### src/rtl/serial_subtractor_4bit_pkg.sv
// Shared constants for the bit-serial subtractor.
// FSM encodings used by the control path.
package serial_subtractor_4bit_pkg;

  localparam int STATE_W = 2;

  localparam logic [STATE_W-1:0] ST_IDLE  = 2'd0;
  localparam logic [STATE_W-1:0] ST_SHIFT = 2'd1;
  localparam logic [STATE_W-1:0] ST_DONE  = 2'd2;

endpackage

### src/rtl/full_subtractor.sv
// One-bit full subtractor: d = a - b - bin.
// Borrow out when a < b + bin.
module full_subtractor (
  input  logic a,
  input  logic b,
  input  logic bin,
  output logic d,
  output logic bout
);

  assign d    = a ^ b ^ bin;
  assign bout = (~a & b) | (~a & bin) | (b & bin);

endmodule

### src/rtl/serial_subtractor_4bit.sv
// Bit-serial subtractor: one bit per clock, LSB first.
// IDLE -> SHIFT (WIDTH edges) -> DONE (one cycle) -> IDLE.
module serial_subtractor_4bit
  import serial_subtractor_4bit_pkg::*;
#(
  parameter int WIDTH = 4
) (
  input  logic             clk,
  input  logic             rst,
  input  logic             start,
  input  logic [WIDTH-1:0] A,
  input  logic [WIDTH-1:0] B,
  input  logic             Bin,
  output logic [WIDTH-1:0] D,
  output logic             Bout,
  output logic             V,
  output logic             busy,
  output logic             done
);

  localparam int CW = $clog2(WIDTH);
  localparam logic [CW-1:0] LAST = CW'(WIDTH - 1);

  logic [STATE_W-1:0] state;
  logic [CW-1:0]      cnt;
  logic [WIDTH-1:0]   a_r;
  logic [WIDTH-1:0]   b_r;
  logic [WIDTH-2:0]   sr;
  logic               br;

  logic fs_a;
  logic fs_b;
  logic fs_d;
  logic fs_bo;

  assign fs_a = a_r[cnt];
  assign fs_b = b_r[cnt];

  full_subtractor u_fs (
    .a    (fs_a),
    .b    (fs_b),
    .bin  (br),
    .d    (fs_d),
    .bout (fs_bo)
  );

  assign busy = (state != ST_IDLE);
  assign done = (state == ST_DONE);

  always_ff @(posedge clk) begin
    if (rst) begin
      state <= ST_IDLE;
      cnt   <= '0;
      a_r   <= '0;
      b_r   <= '0;
      sr    <= '0;
      br    <= 1'b0;
      D     <= '0;
      Bout  <= 1'b0;
      V     <= 1'b0;
    end else begin
      unique case (1'b1)
        (state == ST_IDLE): begin
          if (start) begin
            a_r   <= A;
            b_r   <= B;
            br    <= Bin;
            cnt   <= '0;
            state <= ST_SHIFT;
          end
        end
        (state == ST_SHIFT): begin
          // New bit enters at the MSB; oldest bit drops toward bit 0.
          sr <= (WIDTH-1)'({fs_d, sr} >> 1);
          br <= fs_bo;
          if (cnt == LAST) begin
            D     <= {fs_d, sr};
            Bout  <= fs_bo;
            V     <= (a_r[WIDTH-1] ^ b_r[WIDTH-1])
                   & (fs_d ^ a_r[WIDTH-1]);
            cnt   <= '0;
            state <= ST_DONE;
          end else begin
            cnt <= cnt + CW'(1);
          end
        end
        (state == ST_DONE): begin
          state <= ST_IDLE;
        end
        default: begin
          state <= ST_IDLE;
        end
      endcase
    end
  end

endmodule

### config.mk
export PLATFORM = sky130hd
export DESIGN_NAME = serial_subtractor_4bit
export DESIGN_NICKNAME = d
export VERILOG_FILES = /design/src/rtl/serial_subtractor_4bit_pkg.sv /design/src/rtl/full_subtractor.sv /design/src/rtl/serial_subtractor_4bit.sv
export SDC_FILE = /design/constraint.sdc
export NUM_CORES = 1
export LEC_CHECK = 0
export ABC_AREA = 1
export ABC_CLOCK_PERIOD_IN_PS = 2200
export BUFFER_PORTS_ARGS = -buffer_cell sky130_fd_sc_hd__clkbuf_2
export CELL_PAD_IN_SITES_DETAIL_PLACEMENT = 1
export CELL_PAD_IN_SITES_GLOBAL_PLACEMENT = 1
export CORE_MARGIN = 2
export CORE_UTILIZATION = 37
export DETAILED_ROUTE_END_ITERATION = 10
export GPL_TIMING_DRIVEN = 0
export PLACE_DENSITY = 0.84
export SLEW_MARGIN = 20
export SYNTH_ARGS = -nofsm -noshare
export SYNTH_HDL_FRONTEND = slang
export SYNTH_SLANG_ARGS = --single-unit
### constraint.sdc
create_clock -name clk -period 2.2 [get_ports clk]
set_input_delay 0.11 -clock clk [delete_from_list [all_inputs] [get_ports clk]]
set_output_delay 0.11 -clock clk [all_outputs]
set_load 0.02 [all_outputs]
[Word level (Yosys, flattened, before mapping)]
Index checks and enable logic that the tools add are counted.
Storage, ports and cells
  bits in registers: 22
  latch bits: 0
  RAM bits: 0
  memory bits (read-only): 0
  input bits: 12
  output and inout bits: 8
  word-level logic and storage cells: 46
  memories kept: 0
Operators by class
  add/subtract/negate cells: 1
  multiply operators: 0
  div/mod/pow operators: 0
  order comparisons: 1
  equality and inequality tests: 5
  shift-type cells: 0
  muxes and demuxes: 12
  bitwise gates (word level): 11
  reduce and logical (&&, ||, !) cells: 7
Operators by type and width (count)
  two-way mux 2 bit: 4
  one-hot mux 2 bit (2 select lines): 2
  AND reduction 2 bit: 4
  AND 1 bit: 4
  binary-select mux 1 bit (select 2 bit): 2
  equality test 2 bit, second input constant: 2
  nonzero test 2 bit: 2
  XOR 1 bit: 4
  less-than comparator 2 x 3 -> 1 bit, second input constant: 1
  two-way mux 1 bit: 3
  adder 2 x 1 -> 2 bit, second input constant: 1
  equality test 2 x 1 -> 1 bit, second input constant: 1
  zero test 2 bit: 1
  != test 2 x 1 -> 1 bit, second input constant: 1
  != test 2 bit, second input constant: 1
  OR 1 bit: 2
  one-hot mux 1 bit (2 select lines): 1
  NOT 1 bit: 1

[Logic depth before layout (Yosys ltp)]
Gate-level depths: netlist of run 1.
  word-level depth: 7
  depth in mapped cells: 11
  depth with buffers taken out: 11

[By module]
A second synthesis of run 1 with hierarchy kept.
Second synthesis, totals
  cells, all modules: 125
  area total of the unflattened synthesis: 929.6 µm²
By module, submodules not included
  serial_subtractor_4bit: times used 1, cells each 122, area an instance 902.1 µm², sequential area each 440.4 µm²
  full_subtractor: times used 1, cells each 3, area an instance 27.5 µm², sequential area each 0.0 µm²

[Least setup slack after synthesis of run 1]
Ideal clock, no wire load.
  path type: register to register
  from: reg cnt[0]
  to: reg V
  library setup time: 0.116 ns
  arrival: 1.567 ns
  required time: 2.084 ns
  path slack: 0.517 ns
  cell stages (with the launch flop): 12
  path buffers: 0
  period minus slack after synthesis: 1.683 ns
  path through: dfxtp_1 inv_1 nor2_1 nor2_1 o21ai_0 o21ai_0 fa_1 inv_1 nand2_1 o21ai_0 nor2_1 nor2_1
On the way
  word-level cells in the longest chain between the ends: 6
  elaborated cells on any way between the ends: 10
  classes of those cells: 1 x eq/ne; 4 x mux; 4 x bitwise; 1 x reduce/logical
RTL lines
  start, declared: RTL line serial_subtractor_4bit.sv:25  | logic [CW-1:0] cnt;
  start signal, assigned: RTL line serial_subtractor_4bit.sv:84  | cnt <= cnt + CW'(1);
  binary-select mux 1 bit (select 2 bit) (on tied branches): RTL line serial_subtractor_4bit.sv:36, serial_subtractor_4bit.sv:37
  two-way mux 1 bit (on tied branches): RTL line serial_subtractor_4bit.sv:36, serial_subtractor_4bit.sv:37
  XOR 1 bit (2 in a row): RTL line full_subtractor.sv:11  | assign d = a ^ b ^ bin;
  XOR 1 bit: RTL line serial_subtractor_4bit.sv:80  | & (fs_d ^ a_r[WIDTH-1]);
  AND 1 bit: RTL line serial_subtractor_4bit.sv:80
  end signal, assigned: RTL line serial_subtractor_4bit.sv:79  | V <= (a_r[WIDTH-1] ^ b_r[WIDTH-1])
  end, declared: RTL line serial_subtractor_4bit.sv:16  | output logic V,
Parallel ways exist; a longest one is shown, timed or not. The select of a mux whose other input is x is not followed.
A chain may end at the register's enable or synchronous reset.

[Worst setup path in the final report of run 1]
Same ends and word-level chain as after synthesis.

==> flow_metrics.tcl, run 1 <==
set metrics [dict create \
    period_share_pct 87.01 \
    ios 20 \
    antenna_found_initial 0 \
    die_height_um 54.16 \
    nets 164 \
    portBuffers 19 \
    route.detailed.drc 0 \
    synthAdderAreaFrac_pct 3.495 \
    power_switching_uw 214.7 \
    core_um2 2432 \
    cts_made_buffers 3 \
    clockBufferDepth 2 \
    drive_above_1_share_pct 22.82 \
    yosys.area.top_type_share_pct 47.31 \
    htree_levels 1 \
    synth_compound_area_share_pct 14.25 \
    hpwl_mm 1.624 \
    seqPwrFrac_pct 56.2 \
    diodes 0 \
    fin_setup_tns_ps 0 \
    area_delta_synth_final_pct 19.22 \
    required_ps 2420 \
    cp-end-kind "flop" \
    cp-start-kind "flop" \
    synth_area_um2 930.9 \
    cts_tree "built" \
    synthDistinctLibCells 20 \
    postRouteAntennaNets 0 \
    powerDensity_nw_per_um2 707.8 \
    drv_cap 0 \
    cts-root-buf "clkbuf_4" \
    dieArea_um2 2933 \
    pre_cts_ws_ps 303.8 \
    dr.pass1.iters 3 \
    initial_utilization_pct 38.27 \
    drt-wirelength-per-cell_um 11.79 \
    cts_resized 0 \
    yosysTopAreaCell "dfxtp_1" \
    drt_iter0_markers 2 \
    via_count 874 \
    leakagePower_uw 0.0005293 \
    relSlewSlack_pct 71.91 \
    period_needed_ps 1914 \
    crit_arrival_ps 2130 \
    skew_ps 5.560 \
    syn_inst 125 \
    nFillCells 320 \
    via_per_inst 4.883 \
    crit_path_max_fanout 7 \
    grt_pass1_vias 843 \
    synthTopCellsByArea "dfxtp_1, nor2_1, o21ai_0" \
    grt_setup_unrepaired "false" \
    status "complete, no violations" \
    num_rows 18 \
    synth_top_family_by_area "simple AND/OR/NAND/NOR gates" \
    setup_violations 0 \
    ys_warn_count 0 \
    hold_class "in2reg" \
    p_int_uw 570.8 \
    finalMaxSlewViolations 0 \
    cts_hold_buf 1 \
    synthMuxAreaShare_pct 0 \
    synth_xor_area_share_pct 0 \
    switching_share_pct 27.34 \
    seqCellArea_um2 440.4 \
    holdWs_ps 41.21 \
    worstHoldPathCells 3 \
    final_common_cell "nor2_1" \
    final_cell_mix "nor2_1, dfxtp_1, o21ai_0, clkbuf_2, nand2_1" \
    syn-num-nets 139 \
    layout_setup_ws_ps 285.8 \
    globalRoute.totalOverflow 0 \
    hold_viol 0 \
    worstSkewPairLatency_ps 310 \
    synth-simple-area-share_pct 28.49 \
    place_congestion 0.7066 \
    grt_max_degree 13 \
    cts_setup_buffers 0 \
    synth_seq_cells 22 \
    power_frac_clock_pct 28.5 \
    post_dp_cell_area_um2 1064 \
    worst_pin_slew_ps 421.3 \
    routed_wl_mm 2.110 \
    fin_area_um2 1110 \
    clkTransAtPathRegs_ps 120 \
    multi_input_area_um2 430.4 \
    grt_pass1_wl_mm 3.470 \
    seq_area_frac_synth_pct 47.31 \
    grt_use_total_pct 16.74 \
    path_class "reg2reg" \
    cts_sinks 22 \
    max_freq_mhz 522.4 \
    die_w_um 54.16 \
    synth_area_per_cell_um2 7.447 \
    p_comb_share_pct 15.3 \
    reg2reg_depth 11 \
    ir_drop_mv 0.2952 \
]
## power groups by stage
stage	sequential (uW)	combinational [uW]	clock [uW]
after global placement	450	114	0
after global routing	445	141	251
final	441	121	224
after floorplan	446	85.5	0
after detailed placement	451	120	0
after CTS	442	124	234
## layout make-up
cell class	instances	area share, %
sequential	22	39.68
multi-input combinational	89	38.78
timing repair buffer	20	9.470
inverter	12	4.622
tap	30	3.382
clock buffer	4	3.269
buffer	2	0.7892
## cell usage after synthesis
library cell and n:
clkbuf_1 1, dfxtp_1 22, clkbuf_2 1, nand2_1 15, nor2_1 35, ha_1 1
inv_2 2, nand3_1 5, nor2_2 1, a21oi_1 4, nand2_2 2, nor2_4 2
clkinv_4 1, o21ai_1 1, o21a_1 1, inv_1 8, o21ai_0 20, nand2_4 1
clkinv_2 1, fa_1 1
## flip-flops by register name, indices dropped and copies added (netlist names)
signal	count
Bout	1
D	4
V	1
a_r	4
b_r	4
br	1
cnt	2
sr	3
state	2
## metrics by stage
stage	cells	power, uW	util (%)
CTS	179	799.7	45.63
floorplan	125	531.0	-
finish	179	785.5	45.63
global route	179	836.8	45.63
detailed placement	174	570.6	43.72
global placement	174	563.8	43.72
## metal layers
layer	routed length, um	GRT usage [%]	up-vias
met5	0	0	-
met1	872	18.26	419
li1	-	-	444
met3	66	2.500	0
met4	0	5.417	0
met2	1171	32.33	11
## final timing paths
path,slack [ps],startpoint,end
setup / recovery,290,cnt[0]$_SDFFE_PP0P_,V$_SDFFE_PP0P_
hold / removal,40,B[2],b_r[2]$_SDFFE_PP0P_
setup reg to reg,290,cnt[0]$_SDFFE_PP0P_,V$_SDFFE_PP0P_
hold reg to reg,470,sr[1]$_SDFFE_PP0P_,D[1]$_SDFFE_PP0P_
## cells by family (layout without fill, tap and decap cells)
kind of cell / after synthesis / after routing
AND/OR/NAND/NOR: 61 / 61
AO/OA/AOI/OAI: 26 / 26
flip-flops: 22 / 22
buffers and inverters: 14 / 38
adder cells (fa/ha/maj): 2 / 2
## critical path: stages (launching register included)
cell,delay (ps)
dfxtp_1,460
inv_1,140
nor2_1,110
nor2_1,40
o21ai_0,70
o21ai_0,140
fa_1,560
inv_1,50
nand2_1,50
o21ai_0,70
nor2_1,90
nor2_1,50
No activity file was read; power rests on OpenSTA's default activity.
==> run 2: changes to the inputs <==
CORE_MARGIN = 3   (was 2)
CORE_UTILIZATION = 35   (was 37)
PLACE_DENSITY = 0.8   (was 0.84)
==> run 2 against run 1 <==
Effect of this change:
- non-clock buffer count is the same
- sequential share of layout area grew 0.57 points
- via count shrank 2.5%
- clock-buffer cell count shrank 1
- cell area shrank 1.1%
- critical path depth is the same
- power shrank 5.6%
- core utilization shrank 1.7 points
- highest routed layer is now met4
==> flow_metrics.tcl, run 2 (synthesis gave the netlist of run 1 again) <==
set metrics [dict create \
    status "complete, no violations" \
    switching_share_pct 28.00 \
    grt_setup_unrepaired "false" \
    worstSkewPairLatency_ps 300 \
    area_delta_synth_final_pct 17.88 \
    via_per_inst 4.787 \
    nets 164 \
    place_congestion 0.6876 \
    crit_path_max_fanout 7 \
    hpwl_mm 1.675 \
    via_count 852 \
    ir_drop_mv 0.3698 \
    dr_wl_met2_mm 1.171 \
    finalMaxSlewViolations 0 \
    max_stage_delay_ps 570 \
    cts_setup_buffers 0 \
    worst_pin_slew_ps 412.2 \
    m1WireLength_um 831 \
    holdWs_ps 47.69 \
    drv_cap 0 \
    required_ps 2410 \
    clockBufferDepth 2 \
    crit_family "adder cells" \
    top_layer_used "met4" \
    hold_viol 0 \
    final_common_cell "nor2_1" \
    crit_arrival_ps 2090 \
    final_cell_mix "nor2_1, dfxtp_1, o21ai_0, clkbuf_2, nand2_1" \
    grt_pass1_vias 883 \
    dieArea_um2 3314 \
    fin_setup_tns_ps 0 \
    die_height_um 57.57 \
    slowest_stage "fa_1" \
    cts_made_buffers 3 \
    routed_wl_mm 2.115 \
    crit_buf_inv 2 \
    grt_pass1_wl_mm 3.746 \
    route.detailed.drc 0 \
    drt-wirelength-per-cell_um 11.88 \
    initial_utilization_pct 37.24 \
    globalRoute.totalOverflow 0 \
    p_comb_share_pct 16.0 \
    grt_max_degree 12 \
    dr.pass1.iters 4 \
    layout_setup_ws_ps 319.9 \
    drt_iter0_markers 13 \
    cp-end-kind "flop" \
    core_um2 2500 \
    nFillCells 336 \
    diodes 0 \
    top_regs "D: 4 flops, a_r: 4 flops, b_r: 4 flops" \
    hold_class "in2reg" \
    period_needed_ps 1880 \
    cp-start-kind "flop" \
    htree_levels 1 \
    grt_use_total_pct 14.68 \
    p_int_uw 533.9 \
    portBuffers 19 \
    relSlewSlack_pct 72.52 \
    cts_tree "built" \
    path_class "reg2reg" \
    power_frac_clock_pct 24.3 \
    pre_cts_ws_ps 232.6 \
    powerDensity_nw_per_um2 675.7 \
    antenna_found_initial 0 \
    die_w_um 57.57 \
    cts_sinks 22 \
    crit_path_cell_trace "inv_1, nor2_1, nor2_1, o21ai_0, o21ai_0, fa_1, inv_1, nand2_1, o21ai_0, nor2_1, nor2_1" \
    ios 20 \
    seqPwrFrac_pct 59.6 \
    totalPowerFinal_uw 741.4 \
    skew_ps 2.201 \
    setup_violations 0 \
    cts-root-buf "clkbuf_4" \
    wl_met3_um 91 \
    cp_common_cell "nor2_1" \
    power_switching_uw 207.6 \
    drive_above_1_share_pct 22.97 \
    clkTransAtPathRegs_ps 110 \
    leakagePower_uw 0.0005224 \
    period_share_pct 85.46 \
    postRouteAntennaNets 0 \
    max_freq_mhz 531.9 \
    num_rows 18 \
]
## run 2: layout make-up
cell class	count	area, um^2	share of cell area, %
plain buffers	2	8.758	0.7982
well taps	30	37.54	3.421
inverters	12	51.30	4.675
flip-flops and latches	22	441.7	40.25
clock buffers	3	22.52	2.052
repair buffers	20	105.1	9.578
multi-input cells	89	430.4	39.22
## run 2: power by group through the flow
stage | clock [uW] | combinational [uW] | sequential (uW)
after CTS | 185 | 122 | 442
after global placement | 0 | 114 | 450
after floorplan | 0 | 85.5 | 446
after detailed placement | 0 | 120 | 451
after global routing | 200 | 140 | 447
final | 180 | 119 | 442
## run 2: path summary, 6_finish.rpt
check	start	to	slack, ps	cells after the start
max	cnt[0]$_SDFFE_PP0P_	V$_SDFFE_PP0P_	320	11
min	B[2]	b_r[2]$_SDFFE_PP0P_	50	3
min reg2reg	sr[1]$_SDFFE_PP0P_	D[1]$_SDFFE_PP0P_	480	2
max reg2reg	cnt[0]$_SDFFE_PP0P_	V$_SDFFE_PP0P_	320	11
## run 2: timing repair
| action | CTS | global route |
|---|---|---|
| hold buffers | 1 | 0 |
| endpoints found under the setup margin | 0 | 1 |
| endpoints found under the hold margin | 2 | 0 |
| resized for setup | 0 | 1 |
## run 2: metrics by stage
| step | cell area [um^2] | utilization, % | cells |
|---|---|---|---|
| floorplan | 930.9 | - | 125 |
| global placement | 1064 | 42.54 | 174 |
| detailed placement | 1064 | 42.54 | 174 |
| CTS | 1096 | 43.84 | 178 |
| global route | 1097 | 43.89 | 178 |
| finish | 1097 | 43.89 | 178 |
## run 2: tightest hold or removal path, cell delays in order
cell and delay (ps):
clkbuf_2 70, o21ai_0 70, nor2_1 70
## run 2: layer usage
metal / global-route usage, % / up-vias
met1: 15.16 / 390
met3: 3.167 / 4
met2: 27.58 / 15
met4: 6.954 / 0
met5: 0 / -
li1: - / 443
